**src/rtl/div_pkg.sv**
```systemverilog
// Shared types and default sizing for the sequential restoring divider.
package div_pkg;

  // Controller states: waiting for a request, iterating, presenting a result.
  typedef enum logic [1:0] {
    IDLE = 2'd0,
    CALC = 2'd1,
    DONE = 2'd2
  } div_state_t;

  // Default operand widths used by the position solver.
  localparam int DIV_N_DEF = 32;
  localparam int DIV_M_DEF = 32;

  // Iteration counter width for a given quotient width.
  function automatic int div_cnt_w(input int n);
    return (n > 1) ? $clog2(n) : 1;
  endfunction

endpackage

```
**src/rtl/seq_divider.sv**
```systemverilog
// Multi-cycle signed divider: restoring division, one quotient bit per clock,
// truncate-toward-zero quotient, remainder carrying the dividend's sign.
module seq_divider
  import div_pkg::*;
#(
  parameter int N = DIV_N_DEF,  // dividend / quotient width, N >= M, N >= 2
  parameter int M = DIV_M_DEF   // divisor / remainder width
) (
  input  logic                clk,
  input  logic                rst_n,
  input  logic                data_rdy,
  input  logic signed [N-1:0] dividend,
  input  logic signed [M-1:0] divisor,
  output logic                res_rdy,
  output logic signed [N-1:0] merchant,
  output logic signed [M-1:0] remainder,
  output logic                busy,
  output logic                div_by_zero
);

  localparam int               CNT_W    = div_cnt_w(N);
  localparam logic [CNT_W-1:0] CNT_LAST = CNT_W'(N - 1);
  // Saturated quotients returned for a zero divisor.
  localparam logic [N-1:0]     SAT_POS  = {1'b0, {(N-1){1'b1}}};
  localparam logic [N-1:0]     SAT_NEG  = {1'b1, {(N-1){1'b0}}};

  div_state_t       r_state;
  logic [N-1:0]     r_quo;        // dividend magnitude, becomes quotient magnitude
  logic [M-1:0]     r_rem;        // partial remainder, always < |divisor|
  logic [M-1:0]     r_dvs;        // divisor magnitude
  logic [CNT_W-1:0] r_cnt;
  logic             r_q_neg;
  logic             r_r_neg;
  logic             r_dvz;
  logic             r_res_rdy;
  logic             r_busy;
  logic [N-1:0]     r_merchant;
  logic [M-1:0]     r_remainder;
  logic             r_div_by_zero;

  logic [N-1:0]     w_dvd_abs;
  logic [M-1:0]     w_dvs_abs;
  logic             w_dvs_zero;
  logic [M:0]       w_shift;
  logic             w_ge;
  logic [M-1:0]     w_diff;
  logic [M-1:0]     w_rem_next;
  logic [N-1:0]     w_merchant;
  logic [M-1:0]     w_remainder;

  // Operand magnitudes. Read as unsigned, an N-bit negation already yields
  // 2^(N-1) for the most negative dividend, so no extra magnitude bit is kept.
  always_comb begin
    // NOTE: every signal gets a value before any branch so no latch is inferred.
    w_dvd_abs  = dividend[N-1] ? -dividend : dividend;
    w_dvs_abs  = divisor[M-1]  ? -divisor  : divisor;
    w_dvs_zero = (divisor == '0);
  end

  // One restoring step: shift in the next dividend bit, trial-subtract |divisor|,
  // keep the difference when it does not go negative.
  always_comb begin
    w_shift    = {r_rem, r_quo[N-1]};
    w_ge       = (w_shift >= {1'b0, r_dvs});
    w_diff     = w_shift[M-1:0] - r_dvs;
    w_rem_next = w_ge ? w_diff : w_shift[M-1:0];
  end

  // Sign correction of the final magnitudes, or the divide-by-zero result.
  always_comb begin
    w_merchant  = r_q_neg ? -r_quo : r_quo;
    w_remainder = r_r_neg ? -r_rem : r_rem;
    if (r_dvz) begin
      w_merchant  = r_r_neg ? SAT_NEG : SAT_POS;
      // Low M bits of the dividend rebuilt from its stored magnitude.
      w_remainder = r_r_neg ? -r_quo[M-1:0] : r_quo[M-1:0];
    end
  end

  // Controller and datapath: accept in IDLE, iterate in CALC, publish from DONE.
  always_ff @(posedge clk or negedge rst_n) begin
    if (!rst_n) begin
      r_state       <= IDLE;
      r_quo         <= '0;
      r_rem         <= '0;
      r_dvs         <= '0;
      r_cnt         <= '0;
      r_q_neg       <= 1'b0;
      r_r_neg       <= 1'b0;
      r_dvz         <= 1'b0;
      r_res_rdy     <= 1'b0;
      r_busy        <= 1'b0;
      r_merchant    <= '0;
      r_remainder   <= '0;
      r_div_by_zero <= 1'b0;
    end else begin
      // NOTE: non-blocking updates so every register sees pre-edge values.
      r_res_rdy <= 1'b0;
      unique case (r_state)
        IDLE: begin
          if (data_rdy) begin
            r_quo   <= w_dvd_abs;
            r_dvs   <= w_dvs_abs;
            r_q_neg <= dividend[N-1] ^ divisor[M-1];
            r_r_neg <= dividend[N-1];
            r_dvz   <= w_dvs_zero;
            r_rem   <= '0;
            r_cnt   <= '0;
            r_busy  <= 1'b1;
            r_state <= w_dvs_zero ? DONE : CALC;
          end
        end
        CALC: begin
          r_rem <= w_rem_next;
          r_quo <= {r_quo[N-2:0], w_ge};
          r_cnt <= r_cnt + 1'b1;
          if (r_cnt == CNT_LAST) begin
            r_state <= DONE;
          end
        end
        DONE: begin
          r_merchant    <= w_merchant;
          r_remainder   <= w_remainder;
          r_div_by_zero <= r_dvz;
          r_res_rdy     <= 1'b1;
          r_busy        <= 1'b0;
          r_state       <= IDLE;
        end
        default: begin
          r_busy  <= 1'b0;
          r_state <= IDLE;
        end
      endcase
    end
  end

  assign res_rdy     = r_res_rdy;
  assign merchant    = r_merchant;
  assign remainder   = r_remainder;
  assign busy        = r_busy;
  assign div_by_zero = r_div_by_zero;

endmodule

```
**config.mk**
```make
export PLATFORM = sky130hd
export DESIGN_NAME = seq_divider
export DESIGN_NICKNAME = d
export VERILOG_FILES = /design/src/rtl/div_pkg.sv /design/src/rtl/seq_divider.sv
export SDC_FILE = /design/constraint.sdc
export NUM_CORES = 1
export LEC_CHECK = 0
export CAP_MARGIN = 20
export CORE_MARGIN = 2
export CORE_UTILIZATION = 45
export CTS_CLUSTER_SIZE = 16
export DETAILED_ROUTE_END_ITERATION = 10
export DONT_BUFFER_PORTS = 1
export SYNTH_ARGS = -nofsm -noshare
export SYNTH_HDL_FRONTEND = slang
export SYNTH_SLANG_ARGS = --single-unit
```
**constraint.sdc**
```tcl
create_clock -name clk -period 7.4 [get_ports clk]
set_input_delay 0.37 -clock clk [delete_from_list [all_inputs] [get_ports clk]]
set_output_delay 0.37 -clock clk [all_outputs]
set_load 0.01 [all_outputs]
```
==> results.yml <==
sta:
  worst_hold_margin_ns: -0.0309
  unrepaired_setup_endpoints_after_global_routing: "false"
  timing_max_transition_violations_final: 0
  period_share_pct: 53.1
  worst-slew-pin-transition_ns: 1.06
  setup-violations-final: 0
  min_period_ns: 3.93
  total_negative_setup_slack_ns: 0
  timing.slew.headroom_pct: 29.7
  fin_worst_skew_ns: 0.0110
  max_clock_freq_mhz: 254
  setup_slack_ns: 3.47
  final_hold_viol_count: 20
finish:
  layout_commonest_cell: "o21ai_0"
  num-fill-cells: 2595
  antenna_cells: 0
  core_occupancy_in_the_finished_layout_pct: 48.7
  layout.cells.most_common_list: "o21ai_0, nand2_1, dfrtp_1"
  final_net_count: 1500
  post_route_cells_drive_above_1_share_pct: 5.26
  area_growth_pct: 6.19
  layoutNonFillerInstCount: 1742
global_route:
  first_pass_grt_wire_length_um: 54600
  grt.overflow.total: 0
  initial_antenna_violation_count: 0
  first_global_vias: 9525
  gr_usage_total_pct: 24.6
  grt_max_degree: 174
route:
  drt_iter0_drc: 980
  wl_um: 34200
  avgViaCountPerCell: 5.89
  route.detailed.wl_per_inst_um: 19.6
  drc: 12
  drtAntennaViolNets: 0
  firstDrtPassIters: 8
  via_count: 10300
synthesis:
  ys_seq_area_share_pct: 36.1
  avgSynthCellArea_um2: 8.19
  ys_async_sr_fraction_pct: 100
  syn_area_mm2: 0.0120
  synthCells: 1464
  netlist-cell-type-count: 62
  synthesis.nets: 1570
  number_of_enable_flip_flop_cells_after_synthesis: 0
  yosys_warnings: 0
  ys_ff_latch: 173
  synth-main-ff-cell: "dfrtp_1"
pwr:
  power.ir.vdd_worst_mv: 0.194
  p_leak_nw: 5.35
  netSwitchingFraction_pct: 48.6
  comb_power_share_pct: 54.2
  cell_internal_pwr_mw: 3.38
  power_switching_mw: 3.19
  power.clock.fraction_pct: 13.5
  powerDensity_mw_per_mm2: 515
  fin_total_pwr_mw: 6.56
  pwr-share-seq_pct: 32.2
min_path:
  hold_path.class: "in -> async"
clock_tree:
  ctsResizeCount: 0
  tritoncts: "done"
  clock_tree.buffer_depth: 2
  numCtsBuffers: 17
  clkTransAtPathRegs_ns: 0.08
  htree_levels: 4
  ctsRootBufferMaster: "clkbuf_16"
  clkLatencyLatePin_ns: 0.44
  clock-sinks: 173
worst_setup_path:
  critPathCaptureType: "register"
  crit_required_ns: 7.75
  slowest_cell_on_the_critical_path: "or2_2"
  cpLargestDelayFamily: "simple AND/OR/NAND/NOR gates"
  crit_path_max_fanout: 23
  crit_arrival_ns: 4.29
  crit_chain: "ha_1, nand3_1, or3_1, nor4_1, o31ai_1, a21oi_1, or2_2, nand2_1, o21ai_0"
  timing_worst_setup_path_type: "reg -> reg"
  rr_startpoint: "r_rem[10]"
  critPathMaxStageDelay_ns: 0.65
  ff2ff_setup_slack_ns: 3.47
  timing.rr.end: "r_rem[23]"
  worst_r2r_path_depth: 9
  critPathBufInv: 0
  timing.critical_path.from_type: "register"
floorplanning:
  die_w_um: 167
  initial_utilization_pct: 45.9
  fp.dieArea_mm2: 0.0280
  core_area_mm2: 0.0261
  dieHeight_um: 167
  row_count: 59
  i_o_pin_count: 134
place:
  placed_cells_incl_taps: 1709
  io_buffer_count: 0
  gp_congestion: 0.901
  placement.setup.worst_slack_ns: 3.47
  place_hpwl_um: 25300
job:
  cap_violations: 0
run_status:
  failed_checks: "DRC, hold timing"
  outcome: "complete, but fails checks"
-- kinds of logic after synthesis --
group	Yosys count	share of synthesized area, %
compound gates	478	23.8
simple gates	432	17.0
flops	173	36.1
xor+xnor	165	12.1
buf+inv	153	4.81
fa+ha+maj	39	4.13
mux	24	2.14
-- worst max path at each step --
stage | from | to | cells after the start
6_report | r_rem[10] | r_rem[23] | 9
5_1_grt | r_rem[10] | r_rem[11] | 9
4_1_cts | r_rem[10] | r_rem[23] | 9
3_5_place_dp | r_rem[10] | r_rem[23] | 9
3_3_place_gp | r_rem[16] | r_rem[15] | 10
2_1_floorplan | r_rem[16] | r_rem[21] | 13
-- power by group through the flow --
stage | Combinational, mW | Clock [mW] | Sequential (mW)
2_1_floorplan | 2.86 | 0 | 1.78
3_5_place_dp | 3.50 | 0 | 2.12
3_3_place_gp | 3.49 | 0 | 2.10
6_report | 3.56 | 0.888 | 2.12
4_1_cts | 3.53 | 0.905 | 2.10
5_1_grt | 3.98 | 0.939 | 2.19
-- routing by layer --
layer | wire (um) | GRT usage (%) | vias up
met5 | 0 | 0 | -
met2 | 13900 | 34.2 | 335
met4 | 781 | 7.94 | 0
met1 | 17000 | 37.7 | 4856
li1 | - | - | 5035
met3 | 2470 | 5.03 | 33
-- timing repair --
action / in CTS / in global routing
endpoints found under the hold margin: 173 / 0
setup buffers: 0 / 0
hold buffers: 1 / 0
-- synth_stat cells, types with 13 or more instances --
cell | n | share of area [%]
a22oi_1 | 25 | 1.6
ha_1 | 38 | 4.0
o21ai_1 | 13 | 0.54
or3_1 | 22 | 1.1
nor2_1 | 36 | 1.1
a21o_1 | 27 | 1.7
nor3_1 | 17 | 0.71
o41ai_1 | 15 | 1.1
or4_1 | 15 | 0.94
a21oi_1 | 51 | 2.1
xor2_1 | 64 | 4.7
o31ai_1 | 34 | 2.1
xnor2_1 | 101 | 7.4
nand2_1 | 250 | 7.8
inv_1 | 52 | 1.6
clkbuf_1 | 90 | 2.8
mux2i_1 | 20 | 1.7
o21ai_0 | 257 | 11
dfrtp_1 | 173 | 36
-- metrics by stage --
step	instance area, um^2	hold WS [ns]
final	12700	-0.0309
after global routing	12700	0.0486
after CTS	12700	0.0209
after detailed placement	12100	0.0806
after global placement	12100	0.0819
after floorplan	12000	0.0744
-- final cells by class --
class                   instances  area, um^2  share of cell area (%)
clock buffers                  17         425                    3.34
flip-flops and latches        173        4330                    34.0
inverters                      52         195                    1.53
well taps                     335         419                    3.29
repair buffers                 12         110                   0.865
clock inverters                15         143                    1.12
multi-input cells            1138        7110                    55.8
-- flip-flops by register name (all words and copies together), names as in the netlist --
signal and count:
r_rem 32, r_dvs 32, r_cnt 5, merchant 32, remainder 32, r_state 2
r_quo 32, r_q_neg 1, div_by_zero 1, r_r_neg 1, busy 1, r_dvz 1
res_rdy 1
Note: power is estimated with default switching activity, not from simulation.
